--- config.mk ---
export PLATFORM = sky130hd
export DESIGN_NAME = mv_vector_decode_gen2
export DESIGN_NICKNAME = d
export VERILOG_FILES = /design/src/rtl/mv_vector_decode_gen2.sv
export SDC_FILE = /design/constraint.sdc
export NUM_CORES = 1
export LEC_CHECK = 0
export ABC_AREA = 1
export CORE_MARGIN = 2
export CORE_UTILIZATION = 48
export DETAILED_ROUTE_END_ITERATION = 8
export PLACE_DENSITY = 0.83
export SETUP_SLACK_MARGIN = 0.5
export SLEW_MARGIN = 10
export SYNTH_ARGS = -nofsm -noshare
export SYNTH_HDL_FRONTEND = slang
export SYNTH_SLANG_ARGS = --single-unit
--- constraint.sdc ---
create_clock -name clock -period 1.84 [get_ports clock]
set_input_delay 0.184 -clock clock [delete_from_list [all_inputs] [get_ports clock]]
set_output_delay 0.184 -clock clock [all_outputs]
set_load 0.01 [all_outputs]
--- src/rtl/mv_vector_decode_gen2.sv ---
// MPEG-2 motion_vectors() parser for one macroblock. Drives the shared motion-code
// VLC decoder and emits one tagged info word per parsed element.
module mv_vector_decode_gen2 #(
  parameter int         F_CODE_MAX = 9,
  parameter logic [7:0] INFO_TAG   = 8'hA5
) (
  input  logic        clock,
  input  logic        resetn,
  input  logic        Start_I,
  output logic        Done_O,
  output logic        Error_O,
  input  logic        Data_In_I,
  output logic        Shift_En_O,
  input  logic        Forward_I,
  input  logic        Backward_I,
  input  logic        Intra_I,
  input  logic        Concealment_I,
  input  logic        Mv_Count_I,
  input  logic        Field_Sel_I,
  input  logic        Dmv_I,
  input  logic [15:0] F_Codes_I,
  output logic        Vlc_Start_O,
  input  logic        Vlc_Shift_I,
  input  logic        Vlc_Valid_I,
  input  logic [5:0]  Vlc_Symbol_I,
  output logic [31:0] Buffer_Value_O,
  output logic        Buffer_Write_En_O
);
  // state      | meaning
  // IDLE       | waiting for Start_I, Done_O high
  // FSEL       | consume motion_vertical_field_select bit
  // CODE_START | pulse VLC start, check f_code
  // CODE_WAIT  | VLC decoder pulls bits until symbol valid
  // RESIDUAL   | shift in f-1 residual bits, MSB first
  // DMV0/DMV1  | dmvector first / second bit
  // MARKER     | concealment marker bit
  typedef enum logic [2:0] {
    ST_IDLE, ST_FSEL, ST_CODE_START, ST_CODE_WAIT,
    ST_RESIDUAL, ST_DMV0, ST_DMV1, ST_MARKER
  } state_t;

  localparam int         RW     = F_CODE_MAX - 1;
  localparam logic [4:0] FMAX   = 5'(F_CODE_MAX);
  localparam logic [1:0] K_CODE = 2'b00;
  localparam logic [1:0] K_RES  = 2'b01;
  localparam logic [1:0] K_FSEL = 2'b10;
  localparam logic [1:0] K_DMV  = 2'b11;

  state_t        state_q, state_d, adv_state;
  logic          r_q, s_q, t_q, r_d, s_d, t_d, adv_r, adv_s, adv_t;
  logic          fwd_q, bwd_q, ic_q, mvc_q, fsel_q, dmv_q, err_q;
  logic [15:0]   fcodes_q;
  logic [3:0]    f_cur, cnt_q;
  logic [RW-1:0] res_q, res_nxt;
  logic          f_bad, need_fsel, start_fsel, go_adv, wr_en;
  logic [18:0]   code_mag, code_val, wr_val;
  logic [1:0]    wr_kind;

  always_comb begin
    case ({s_q, t_q})
      2'b00:   f_cur = fcodes_q[15:12];
      2'b01:   f_cur = fcodes_q[11:8];
      2'b10:   f_cur = fcodes_q[7:4];
      default: f_cur = fcodes_q[3:0];
    endcase
  end

  assign f_bad      = (f_cur == 4'd0) || ({1'b0, f_cur} > FMAX);
  assign need_fsel  = mvc_q | (fsel_q & ~dmv_q);
  assign start_fsel = Mv_Count_I | (Field_Sel_I & ~Dmv_I);
  assign res_nxt    = {res_q[RW-2:0], Data_In_I};
  assign code_mag   = {14'd0, Vlc_Symbol_I[4:0]};
  assign code_val   = Vlc_Symbol_I[5] ? (~code_mag + 19'd1) : code_mag;

  // Where to go once an element (t) is fully parsed: t, then r, then s, then marker.
  always_comb begin
    adv_state = ST_IDLE;
    adv_r     = r_q;
    adv_s     = s_q;
    adv_t     = t_q;
    if (!t_q) begin
      adv_t     = 1'b1;
      adv_state = ST_CODE_START;
    end else if (!r_q && mvc_q) begin
      adv_r     = 1'b1;
      adv_t     = 1'b0;
      adv_state = ST_FSEL;
    end else if (!s_q && bwd_q) begin
      adv_s     = 1'b1;
      adv_r     = 1'b0;
      adv_t     = 1'b0;
      adv_state = need_fsel ? ST_FSEL : ST_CODE_START;
    end else if (ic_q) begin
      adv_state = ST_MARKER;
    end
  end

  always_comb begin
    state_d     = state_q;
    r_d         = r_q;
    s_d         = s_q;
    t_d         = t_q;
    Shift_En_O  = 1'b0;
    Vlc_Start_O = 1'b0;
    wr_en       = 1'b0;
    wr_kind     = K_CODE;
    wr_val      = '0;
    go_adv      = 1'b0;
    case (state_q)
      ST_IDLE: begin
        if (Start_I) begin
          r_d = 1'b0;
          t_d = 1'b0;
          if (Forward_I | (Intra_I & Concealment_I)) begin
            s_d     = 1'b0;
            state_d = start_fsel ? ST_FSEL : ST_CODE_START;
          end else if (Backward_I) begin
            s_d     = 1'b1;
            state_d = start_fsel ? ST_FSEL : ST_CODE_START;
          end
        end
      end
      ST_FSEL: begin
        Shift_En_O = 1'b1;
        wr_en      = 1'b1;
        wr_kind    = K_FSEL;
        wr_val     = {18'd0, Data_In_I};
        state_d    = ST_CODE_START;
      end
      ST_CODE_START: begin
        Vlc_Start_O = 1'b1;
        state_d     = f_bad ? ST_IDLE : ST_CODE_WAIT;
      end
      ST_CODE_WAIT: begin
        Shift_En_O = Vlc_Shift_I;
        if (Vlc_Valid_I) begin
          wr_en  = 1'b1;
          wr_val = code_val;
          if (f_cur != 4'd1 && Vlc_Symbol_I[4:0] != 5'd0) state_d = ST_RESIDUAL;
          else if (dmv_q) state_d = ST_DMV0;
          else go_adv = 1'b1;
        end
      end
      ST_RESIDUAL: begin
        Shift_En_O = 1'b1;
        if (cnt_q == 4'd0) begin
          wr_en   = 1'b1;
          wr_kind = K_RES;
          wr_val  = 19'(res_nxt);
          if (dmv_q) state_d = ST_DMV0;
          else go_adv = 1'b1;
        end
      end
      ST_DMV0: begin
        Shift_En_O = 1'b1;
        if (Data_In_I) begin
          state_d = ST_DMV1;
        end else begin
          wr_en   = 1'b1;
          wr_kind = K_DMV;
          go_adv  = 1'b1;
        end
      end
      ST_DMV1: begin
        Shift_En_O = 1'b1;
        wr_en      = 1'b1;
        wr_kind    = K_DMV;
        wr_val     = Data_In_I ? 19'h7FFFF : 19'd1;
        go_adv     = 1'b1;
      end
      ST_MARKER: begin
        Shift_En_O = 1'b1;
        state_d    = ST_IDLE;
      end
      default: state_d = ST_IDLE;
    endcase
    if (go_adv) begin
      state_d = adv_state;
      r_d     = adv_r;
      s_d     = adv_s;
      t_d     = adv_t;
    end
  end

  always_ff @(posedge clock or negedge resetn) begin
    if (!resetn) begin
      state_q  <= ST_IDLE;
      r_q      <= 1'b0;
      s_q      <= 1'b0;
      t_q      <= 1'b0;
      fwd_q    <= 1'b0;
      bwd_q    <= 1'b0;
      ic_q     <= 1'b0;
      mvc_q    <= 1'b0;
      fsel_q   <= 1'b0;
      dmv_q    <= 1'b0;
      err_q    <= 1'b0;
      fcodes_q <= '0;
      cnt_q    <= '0;
      res_q    <= '0;
    end else begin
      state_q <= state_d;
      r_q     <= r_d;
      s_q     <= s_d;
      t_q     <= t_d;
      if (state_q == ST_IDLE && Start_I) begin
        fwd_q    <= Forward_I;
        bwd_q    <= Backward_I;
        ic_q     <= Intra_I & Concealment_I;
        mvc_q    <= Mv_Count_I;
        fsel_q   <= Field_Sel_I;
        dmv_q    <= Dmv_I;
        fcodes_q <= F_Codes_I;
        err_q    <= 1'b0;
      end
      if (state_q == ST_CODE_START && f_bad) err_q <= 1'b1;
      // Residual down-counter preloads to f-2 so the terminal count lands on the last bit.
      if (state_q == ST_CODE_WAIT && Vlc_Valid_I) begin
        cnt_q <= f_cur - 4'd2;
        res_q <= '0;
      end else if (state_q == ST_RESIDUAL) begin
        cnt_q <= cnt_q - 4'd1;
        res_q <= res_nxt;
      end
    end
  end

  assign Done_O            = (state_q == ST_IDLE);
  assign Error_O           = err_q;
  assign Buffer_Write_En_O = wr_en;
  assign Buffer_Value_O    = wr_en ? {INFO_TAG, r_q, s_q, t_q, wr_kind, wr_val} : 32'd0;

endmodule

* Word level (Yosys, flattened, before mapping)
Index checks and enable logic that the tools add are counted.
Storage, ports and cells: register bits 39, bits of input ports 35, output and inout bits 37, logic and storage cells 133
Cells by class: add/subtract/negate cells 3, order comparisons 1, eq/ne operators 19, multiplexer cells 62, bitwise operators 9, reductions and logical operators 26
Operator list (count):
- $pmux 19 s4 | 1
- $mux 19 | 3
- $mux 3 | 13
- $mux 32 | 1
- $mux 1 | 29
- $pmux 3 s7 | 1
- $add 19x1->19 const B | 1
- $not 5->19 | 1
- $mux 7 | 2
- $eq 3x3->1 const B | 4
- $pmux 4 s3 | 1
- $reduce_and 6->1 | 2
- $ne 3x3->1 const B | 3
- $logic_not 4->1 | 2
- $mux 2 | 4
- $mux 4 | 2
- $mux 8 | 1
- $ne 4x1->1 const B | 2
- $pmux 1 s4 | 2
- $pmux 2 s4 | 1
- $reduce_bool 2->1 | 4
- $reduce_bool 8->1 | 1
- $eq 3x2->1 const B | 2
- $logic_and 1x1->1 | 6
- other kinds (24) | 31

* Logic depth before layout (Yosys ltp)
depth after elaboration 9, gate-level depth with buffers 15, depth with buffers taken out 14

* Worst setup path before layout
No wires, ideal clock.
path kind register -> output, start reg state_q[0], end out Buffer_Value_O[24], arrival time 1.626 ns, required time 1.656 ns, path slack 0.030 ns, cell stages (with the launch flop) 10, buffers on the path 2, cell sequence dfrtp_1 > buf_2 > inv_1 > nand3_1 > nand2_1 > inv_1 > o21ai_0 > nor3_1 > inv_1 > buf_4
Between the ends: word-level cells in the longest chain between the ends 4, elaborated cells on any way between the ends 8, classes of those cells eq/ne: 5; mux: 2; reduce/logical: 1
RTL lines:
- from (decl) | RTL line 49 | state_t state_q, state_d, adv_state;
- from (signal assigned) | RTL line 202 | state_q <= state_d;
- $eq 3x3->1 or $eq 3x1->1 (tied branches) | RTL line 109 | case (state_q)
- $reduce_or 2->1 (no line)
- $pmux 1 s4 * | RTL line 109
- net Buffer_Write_En_O | RTL line 27 | output logic Buffer_Write_En_O
- $mux 32 * | RTL line 231 | assign Buffer_Value_O = wr_en ? {INFO_TAG, r_q, s_q, t_q, wr_kind, wr_val} : 32'd0;
- to (decl) | RTL line 26 | output logic [31:0] Buffer_Value_O,
The timed path passes the listed nets; every way through them passes the cells marked *.

* Worst setup path in the final report
start reg t_q, end reg state_q[1]
Between the ends: word-level cells in the longest chain between the ends 9, elaborated cells on any way between the ends 25, classes of those cells order compare: 1; eq/ne: 8; mux: 10; reduce/logical: 6
RTL lines:
- from (decl) | RTL line 50 | logic r_q, s_q, t_q, r_d, s_d, t_d, adv_r, adv_s, adv_t;
- from (signal assigned) | RTL line 205 | t_q <= t_d;
- $eq 2x2->1 (tied with other cells) | RTL line 60 | case ({s_q, t_q})
- $pmux 4 s3 | RTL line 60
- $ne 4x1->1 | RTL line 139 | if (f_cur != 4'd1 && Vlc_Symbol_I[4:0] != 5'd0) state_d = ST_RESIDUAL;
- $logic_and 1x1->1 | RTL line 139
- $mux 1 | RTL line 139
- $mux 1 | RTL line 136 | if (Vlc_Valid_I) begin
- $pmux 1 s4 | RTL line 109
- $ne 4x1->1 (no line) (tied with other cells)
- $reduce_and 6->1 (no line)
Parallel ways exist; a longest one is shown, timed or not. The select of a mux whose other input is x is not followed. A chain may end at the register's enable or synchronous reset.

==> run summary <==
result of the run -> finished with violations
failing checks -> setup timing
final routed DRC violation total -> 0
chain of cells forming the critical path -> buf_12 -> buf_12 -> nand2_1 -> nor2_1 -> nor2_4 -> nand2_1 -> nand2_2 -> nand3_2 -> nand2_1 -> inv_1 -> nand3_1 -> nand2_1 -> nand2_1 -> nand2_1 -> nand2_1
I/O pin count -> 72
average cell area after synthesis -> 7.33 um^2
worst reg2reg path endpoint -> state_q[1]
detailed-route wire length per cell -> 24.1 um
P per Cell Area -> 1740 nW/um^2
maximum buffer depth of the clock tree -> 2
Leak Pwr -> 2.38 nW
fraction of the mapped netlist area in compound gates -> 11.4%
r2r worst-path depth -> 15
largest family of logic cells by synthesized area -> simple AND/OR/NAND/NOR gates
number of buffer and inverter instances along the worst setup path -> 3
minimum clock period -> 2.24 ns
Setup crit end kind -> register
logic depth of the worst setup path including buffers -> 15
maximum number of pins on one net before global-route repair -> 21
Layout Nets -> 535
leftover overflow at the end of global routing -> 0
maximum fanout along the worst path -> 8
cells after synthesis -> 353
top-area cell type share of the netlist area -> 37.7%
vias -> 3585
number of synthesized flops with an enable pin -> 0
share of the core filled with cells in the final layout -> 91.5%
kind of cell adding the most delay to the critical path -> simple AND/OR/NAND/NOR gates
tightest slew margin relative to the limit -> 65.3%
CP Capture Point -> state_q[1]
number of antenna violations at the first check in global routing -> 0
portion of the post-synthesis area used by sequential elements -> 37.7%
vias in the first global route -> 3161
Worst R2R Start -> t_q
multiplexer area fraction after synthesis -> 0.387%
most instantiated cells after synthesis -> sky130_fd_sc_hd__nand2_1, sky130_fd_sc_hd__inv_1, sky130_fd_sc_hd__dfrtp_1
Worst-Skew Late Latency -> 0.32 ns
Final Hold Violating Endpoints -> 0
initial cell density of the core -> 50.0%
hold crit path type -> in -> async
Max Transition Viols Final -> 0
startpoint type of the worst setup path -> register
launching element of the worst setup path -> t_q
simple-gate share of the synthesized area -> 32.1%
drt pass-1 iters -> 5
detail-routed via count per cell -> 6.33
global-route wire length before repair -> 15300 um
hpwl dp -> 5130 um
number of max-capacitance violations reported -> 0
sinks on the clock net -> 39
final weighted congestion of routability-driven global placement -> 0.871
Synth Area in Adders -> 2.42%
Synth warnings -> 0
most frequent cell on the critical path -> sky130_fd_sc_hd__nand2_1
quantity of I/O buffers inserted on ports -> 67
parity-gate share of the synthesized area counting xor and xnor cells -> 1.35%
worst supply voltage drop on vdd -> 0.00130 V
data required time of the worst path -> 2.03 ns
height of the chip -> 77.4 um
CP arrival -> 2.43 ns
total core area -> 5170 um^2
area grow syn2layout -> 82.7%
x dimension of the die -> 77.4 um
Final Setup Violations -> 38
share of layout cells above drive strength 1 -> 53.8%
crit path max-delay cell type -> sky130_fd_sc_hd__dfrtp_2
post-synthesis instance area -> 2590 um^2
setup repair after global routing missed its margin -> yes
clk_skew -> 0.0159 ns
number of clock buffers inserted by TritonCTS -> 5
Worst-path clk slew -> 0.09 ns
CTS tree -> done
post-placement setup slack -> -0.460 ns
proportion of synthesized flip-flops having asynchronous set or reset -> 100%
maximum cell stage delay along the critical path -> 0.43 ns
count of H-tree levels built during CTS -> 2
slew at the pin closest to its max-slew limit -> 0.520 ns
predominant post-synthesis flop cell -> sky130_fd_sc_hd__dfrtp_1
Total Die Area -> 6000 um^2
most common cell in the netlist -> sky130_fd_sc_hd__nand2_1
total routing resource utilization after global routing -> 32.5%
period utilisation layout -> 122%
total of flip-flops plus latches after synthesis -> 39
Setup TNS -> -5.04 ns
Area contributors post-synth -> sky130_fd_sc_hd__dfrtp_1, sky130_fd_sc_hd__nand2_1, sky130_fd_sc_hd__inv_1
floorplan row count -> 26
detailed-route wire length -> 13600 um
worst-case hold slack -> 0.372 ns
Yosys cell types -> 37
worst setup path class -> reg -> reg
initial detailed-routing violation count -> 387
cell type contributing the most total cell area after synthesis -> sky130_fd_sc_hd__dfrtp_1
Max Clock Freq -> 447 MHz
worst setup slack after layout -> -0.397 ns
Root Buffer -> sky130_fd_sc_hd__clkbuf_8
antenna diode count -> 0
Worst R2R Setup Slack -> -0.40 ns
DRT antenna net count -> 0
[flip-flops by register name, indices dropped and copies added, names as in the netlist]
name and flops:
Error_O 1, bwd_q 1, cnt_q 4, dmv_q 1, fcodes_q 16, fsel_q 1, ic_q 1, mvc_q 1
r_q 1, res_q 7, s_q 1, state_q 3, t_q 1
[area by class of cell]
type                       count  area (um^2)
clock buffer                   5         68.8
timing repair buffer         156         1520
tap                           70         87.6
multi-input combinational    243         1810
inverter                      50          215
sequential                    39          980
clock inverter                 3         47.5
fill                         182          442
[layer usage]
layer	global-route usage, %	wire (um)	share of wire (%)	vias to the layer above
met5	0	0	0	-
met4	15.7	1190	8.7	0
met3	5.58	1490	11	132
met2	59.0	6510	48	371
met1	36.9	4470	33	1680
li1	-	-	-	1402
[stage by stage]
stage	instances	cell area (um^2)	total power, mW
after floorplan	356	2720	3.80
after global placement	511	3590	4.85
after detailed placement	511	3590	4.97
after CTS	551	4230	6.55
after global routing	566	4730	8.47
final	566	4730	8.23
[kinds of logic after synthesis]
family	after synthesis
flops	39
compound gates	50
simple gates	178
mux	1
other cells	1
buf+inv	75
xor+xnor	4
fa+ha+maj	5
[power breakdown]
group | leakage (nW) | switching (mW) | internal, mW
sequential | 0.487 | 0.424 | 1.25
clock | 0.0587 | 0.361 | 0.411
combinational | 1.84 | 3.30 | 2.48
total | 2.38 | 4.08 | 4.15
[cells in the final DEF (no fill, tap or decap), types with 9 or more instances in the layout]
cell type                         instances
sky130_fd_sc_hd__o21ai_2                 11
sky130_fd_sc_hd__nand2_4                 14
sky130_fd_sc_hd__clkdlybuf4s50_1         31
sky130_fd_sc_hd__buf_2                   19
sky130_fd_sc_hd__buf_4                   46
sky130_fd_sc_hd__buf_6                   44
sky130_fd_sc_hd__nand3_1                 16
sky130_fd_sc_hd__nand2_1                 57
sky130_fd_sc_hd__nand2_2                 31
sky130_fd_sc_hd__inv_1                   31
sky130_fd_sc_hd__nand3_2                 13
sky130_fd_sc_hd__nor2_1                  15
sky130_fd_sc_hd__dfrtp_1                 36
sky130_fd_sc_hd__nor2_4                   9
sky130_fd_sc_hd__inv_2                   13
[what timing repair did]
item,CTS,global route
gates cloned,6,0
setup endpoints to repair,72,71
pin swaps,26,38
buffers inserted,25,15
endpoints found under the hold margin,19,0
hold buffers,1,0
resized for setup,232,100
[how the worst min path moves through the flow]
stage | slack, ns | startpoint | to
4_1_cts | 0.39 | resetn | fcodes_q[1]
5_1_grt | 0.43 | resetn | fcodes_q[8]
2_1_floorplan | -0.11 | resetn | Error_O
3_3_place_gp | 0.16 | resetn | fcodes_q[5]
6_report | 0.37 | resetn | fcodes_q[8]
3_5_place_dp | 0.17 | resetn | fcodes_q[5]
Note: power is estimated with default switching activity, not from simulation.
==> patch 1, RTL diff (config.mk and constraints unchanged) <==
Change the parameter `F_CODE_MAX` from 9 to 18.
--- a/src/rtl/mv_vector_decode_gen2.sv
+++ b/src/rtl/mv_vector_decode_gen2.sv
@@ -3,3 +3,3 @@
 module mv_vector_decode_gen2 #(
-  parameter int         F_CODE_MAX = 9,
+  parameter int         F_CODE_MAX = 18,
   parameter logic [7:0] INFO_TAG   = 8'hA5
Function: changed (Yosys sat finds a counterexample within 4 cycles, from zero or initial values and one cycle with resetn low).
==> patch 1 against the original RTL <==
  * The run still ends with negative setup slack left
  * Sequential cell count grew 9
  * Critical path type is now reg -> out
  * Cell count grew 8.8%
  * Cell area grew 16%
  * Hold slack gained 49 ps
  * Combinational power grew 20%
  * Global-route usage grew 1.7 points
  * Power grew 18%
  * Via count grew 11%
  * Worst setup slack lost 6.8 ps
  * Area after synthesis grew 10%
  * Critical path depth shrank 4
  * Wire length grew 16%
  * Sequential power grew 23%
  * Non-clock buffer count grew 14
  * Highest routed layer unchanged
==> patch 1: results (changes against the original RTL) <==
logic_synthesis:
  syn_avg_cell_area_um2: 7.50  # +2.2%
  synth_xor_area_share_pct: 1.23  # -0.13 points
  synth_fa_ha_area_share_pct: 2.19  # -0.23 points
  synth_cell_types: 39  # +5.4%
  ys_top_cells_by_area: "dfrtp_1 (42%), nand2_1 (13%), inv_1 (7.0%)"
  synth_common_cells: "nand2_1 (102), inv_1 (53), dfrtp_1 (48)"
  synth_compound_area_share_pct: 13.9  # +2.5 points
  synth.area.mux_share_pct: 0.350  # -0.036 points
  yosysSeqAreaShare_pct: 42.0  # +4.4 points
clocking:
  root_buffer: "clkbuf_8"
  htreeDepth: 2  # unchanged
  path_clk_slew_ps: 100
  numCtsBuffers: 5  # unchanged
  insertion_delay_ps: 320  # about the same
  cts.path.max_buffers: 2  # unchanged
critical_path:
  cpLargestDelayFamily: "buffers and inverters"
  worstRegToRegCells: 14  # -1
  cpMaxStageDelayCell: "dfrtp_2"
  critPathArrivalTime_ps: 2060  # -370 ps
  crit_fanout: 4  # -4
  critPathMaxStageDelay_ps: 470  # +40 ps
place:
  dp_cells: 552  # +8.0%
  gp_congestion: 0.915  # +5.1%
  dpl.hpwl_um: 5640  # +10%
  placed_area_mm2: 0.00397  # +10%
  pre_cts_ws_ps: -710  # -249 ps
grt:
  grt_util_all_layers_pct: 34.3  # +1.7 points
  grt_max_degree: 28  # +33%
  grt_pass1_vias: 3423  # +8.3%
  grt_pass1_wl_um: 17000  # +12%
cells_and_area:
  final_net_count: 580  # +8.4%
  num-fill-cells: 161  # -12%
  final_cells: 616  # +8.8%
  largestRegisters: "fcodes_q (16), res_q (16), cnt_q (4)"
  utilization_pct: 93.8  # +2.3 points
  drive_gt1_share_pct: 57.9  # +4.0 points
pwr:
  leakagePower_nw: 2.70  # +13%
  ir_drop_uv: 1230  # -5.4%
status:
  violations: "negative setup slack"
  outcome: "complete, but fails checks"
min_path:
  hold_path.class: "in -> async"
routing:
  drt_iter0_drc: 459  # +19%
  route.met3.wl_um: 1770  # +19%
  vias_per_cell: 6.44  # +1.6%
  wl_met1_um: 5350  # +20%
  top_layer: "met4"
  wl_met2_um: 7340  # +13%
  routed_wl_um: 15800  # +16%
timing:
  fin_ws_ps: -404  # -6.79 ps
  final-setup-viol-count: 36  # -5.3%
  relSlewSlack_pct: 56.9  # -8.5 points
  fin_skew_ps: 19.5  # +3.60 ps
  tns_ps: -9650  # -4610 ps
-- patch 1: changes by cell type in the layout (fill, tap and decap cells not counted), sizes merged, moves of 2 or more --
cell / unedited run / this run
buf: 120 / 134
o22ai: 7 / 17
dfrtp: 39 / 48
nand3: 33 / 25
o21ai: 21 / 29
inv: 51 / 58
clkbuf: 5 / 8
nand2: 104 / 107
nor3: 7 / 4
o211ai: 3 / 0
a21oi: 11 / 9
a31oi: 1 / 3
o31ai: 0 / 2
or2: 1 / 3
-- patch 1: final cells by class --
cell class                      count  area (um2)  area share (%)
Clock buffer                        7        86.3            1.57
Clock inverter                      1        7.51           0.137
Inverter                           59         254            4.63
Multi-Input combinational cell    256        2120            38.6
Sequential cell                    48        1210            22.0
Tap cell                           75        93.8            1.71
Timing Repair Buffer              170        1720            31.3
-- patch 1: layer usage --
metal  vias to the layer above  GRT usage (%)
met2                       396           58.3
met1                      1882           42.2
met3                       154           6.56
li1                       1533              -
met5                         -              0
met4                         0           15.4
-- patch 1: repair_timing --
item	in CTS	in global routing
resized for setup	264	133
setup buffers	30	19
cloned	5	1
endpoints found under the hold margin	25	0
hold buffers	1	0
pin swaps	26	41
setup endpoints to repair	81	80
-- patch 1: final timing paths --
path	from	endpoint	slack (ps)
hold / removal	resetn	res_q[2]	420
setup reg to reg	state_q[0]	s_q	-330
max in group asynchronous	resetn	fcodes_q[0]	700
hold reg to reg	fcodes_q[6]	fcodes_q[6]	510
min in group clock	F_Codes_I[3]	fcodes_q[3]	440
setup / recovery	state_q[2]	Buffer_Value_O[22]	-400
-- patch 1: report_power, final --
part | switching [mW] | internal, mW | total, mW
clock network | 0.389 | 0.307 | 0.696
logic | 3.87 | 3.10 | 6.96
registers | 0.532 | 1.53 | 2.07
==> patch 2, RTL diff (same settings) <==
Made on the original files. Reset style: synchronous (`resetn`), changed in one clocked block.
--- a/src/rtl/mv_vector_decode_gen2.sv
+++ b/src/rtl/mv_vector_decode_gen2.sv
@@ -184,3 +184,3 @@
 
-  always_ff @(posedge clock or negedge resetn) begin
+  always_ff @(posedge clock) begin
     if (!resetn) begin
Check against the original RTL: differs if resetn is asserted again (counterexample within 4 cycles, from zero or initial values and one cycle with resetn low); with resetn held inactive, the same outputs for 10 cycles.
==> patch 2 against the original RTL <==
  * Sequential share of layout area shrank 2.9 points
  * First-iteration DRC count shrank 21%
  * Core utilization shrank 3.0 points
  * Worst setup slack gained 380 ps
  * Power shrank 25%
  * Wire length shrank 17%
  * Non-clock buffer count shrank 14
  * Area after synthesis shrank 3.0%
  * Cell area shrank 5.1%
  * Sequential cell count is the same
  * The flow still finishes with violations (negative setup slack)
==> patch 2: results (changes against the original RTL) <==
status:
  outcome: "complete, but fails checks"
  violations: "negative setup slack"
cells_and_area:
  largestRegisters: "fcodes_q (16), res_q (7), cnt_q (4)"
  drive_gt1_share_pct: 54.9  # +1.1 points
  final_cells: 569  # +0.53%
  final_net_count: 538  # +0.56%
routing:
  route.met3.wl_um: 874  # -41%
  drt_iter0_drc: 306  # -21%
  wl_met1_um: 3900  # -13%
  firstDrtPassIters: 5  # unchanged
  vias_per_cell: 6.05  # -4.5%
  routed_wl_um: 11400  # -17%
  wl_met2_um: 5650  # -13%
critical_path:
  crit_fanout: 4  # -4
  r2r_end: "state_q[0]"
  crit_start: "state_q[2]"
  reg2reg_from: "s_q"
  crit_path_end: "Buffer_Value_O[23]"
  r2r_slack_ps: 30  # +430 ps
  critPathMaxStageDelay_ps: 390  # -40 ps
  worstRegToRegCells: 12  # -3
  cpMaxStageDelayCell: "dfxtp_4"
logic_synthesis:
  ys_top_cells_by_area: "dfxtp_1 (31%), nand2_1 (11%), a21oi_1 (8.8%)"
  synth_common_cells: "nand2_1 (72), a21oi_1 (44), dfxtp_1 (39), inv_1 (39), nand3_1 (38)"
  async_flop_share_pct: 0  # -100 points
  yosysWarnings: 0  # unchanged
  synth_cell_types: 39  # +5.4%
  syn_avg_cell_area_um2: 6.71  # -8.4%
  yosysSeqAreaShare_pct: 31.1  # -6.6 points
timing:
  tns_ps: -14.8  # +5030 ps
  fin_skew_ps: 7.56  # -8.34 ps
  fin_ws_ps: -14.6  # +382 ps
  final-setup-viol-count: 2  # -95%
grt:
  grt_pass1_vias: 3008  # -4.8%
  grt_max_degree: 16  # -24%
  grt_util_all_layers_pct: 28.2  # -4.3 points
  grt_pass1_wl_um: 13500  # -11%
  antenna_found_initial: 0  # unchanged
clocking:
  insertion_delay_ps: 300  # -20 ps
  htreeDepth: 2  # unchanged
  numCtsBuffers: 5  # unchanged
  path_clk_slew_ps: 80
  cts.path.max_buffers: 2  # unchanged
  root_buffer: "clkbuf_8"
place:
  pre_cts_ws_ps: -469  # -9.12 ps
  placed_area_mm2: 0.00356  # -1.0%
  dpl.hpwl_um: 5520  # +7.7%
  io_buffers: 67  # unchanged
  dp_cells: 533  # +4.3%
  gp_congestion: 0.841  # -3.4%
pwr:
  leakagePower_nw: 1.98  # -17%
  ir_drop_uv: 849  # -35%
  switchingPower_mw: 2.88  # -29%
min_path:
  hold_path.class: "in -> reg"
patch 2: cell types whose count changed in the layout (fill, tap and decap cells not counted), sizes merged, moves of 4 or more:
cell / delta
a21oi: +35
buf: -14
nand3: +9
o22ai: -5
nand2: -27
clkbuf: +4
inv: -4
dfrtp: -39
nor2: +7
dfxtp: +39
patch 2: area by class of cell:
type                            instances  area [um2]
Clock buffer                            8         100
Fill cell                             234         583
Inverter                               48         215
Multi-Input combinational cell        262        1950
Sequential cell                        39         801
Tap cell                               70        87.6
Timing Repair Buffer                  142        1340
patch 2: cell families after synthesis:
group / after synthesis / share of synthesized area (%)
simple gates: 168 / 32.1
compound gates: 79 / 17.8
buf+inv: 76 / 14.2
flops: 39 / 31.1
fa+ha+maj: 5 / 2.49
xor+xnor: 5 / 1.74
other cells: 1 / 0.149
mux: 1 / 0.399
patch 2: what timing repair did:
action                                 CTS  global route
setup endpoints to repair               72            70
cloned                                   2             1
gates resized for setup                223           118
endpoints found under the hold margin    0             0
setup buffers                           14            11
pin swaps                               26            41
patch 2: worst min path at each step:
stage | startpoint | to | slack (ps) | cells past startpoint
3_5_place_dp | fcodes_q[0] | fcodes_q[0] | 450 | 2
5_1_grt | F_Codes_I[3] | fcodes_q[3] | 480 | 3
2_1_floorplan | Data_In_I | res_q[0] | 330 | 2
3_3_place_gp | fcodes_q[0] | fcodes_q[0] | 440 | 2
4_1_cts | fcodes_q[0] | fcodes_q[0] | 460 | 2
6_report | F_Codes_I[15] | fcodes_q[15] | 460 | 3
patch 2: metal layers:
| metal | GRT usage (%) | vias to the layer above |
|---|---|---|
| li1 | - | 1466 |
| met1 | 29.7 | 1603 |
| met2 | 52.8 | 277 |
| met3 | 5.45 | 96 |
| met4 | 14.7 | 0 |
| met5 | 0 | - |
patch 2: critical path, delay by kind of cell (launching register included):
family	cells	cell delay (ps)
AOI/OAI and AO/OA	1	70
buffers and inverters	5	490
DFF	1	390
and+or+nand+nor	4	420
patch 2: power by group through the flow:
stage,clock (mW),sequential [mW],combinational [mW]
floorplan,0,1.21,1.72
global placement,0,1.21,2.67
detailed placement,0,1.23,2.75
CTS,0.643,1.24,3.13
global route,0.687,1.32,4.39
finish,0.651,1.31,4.23
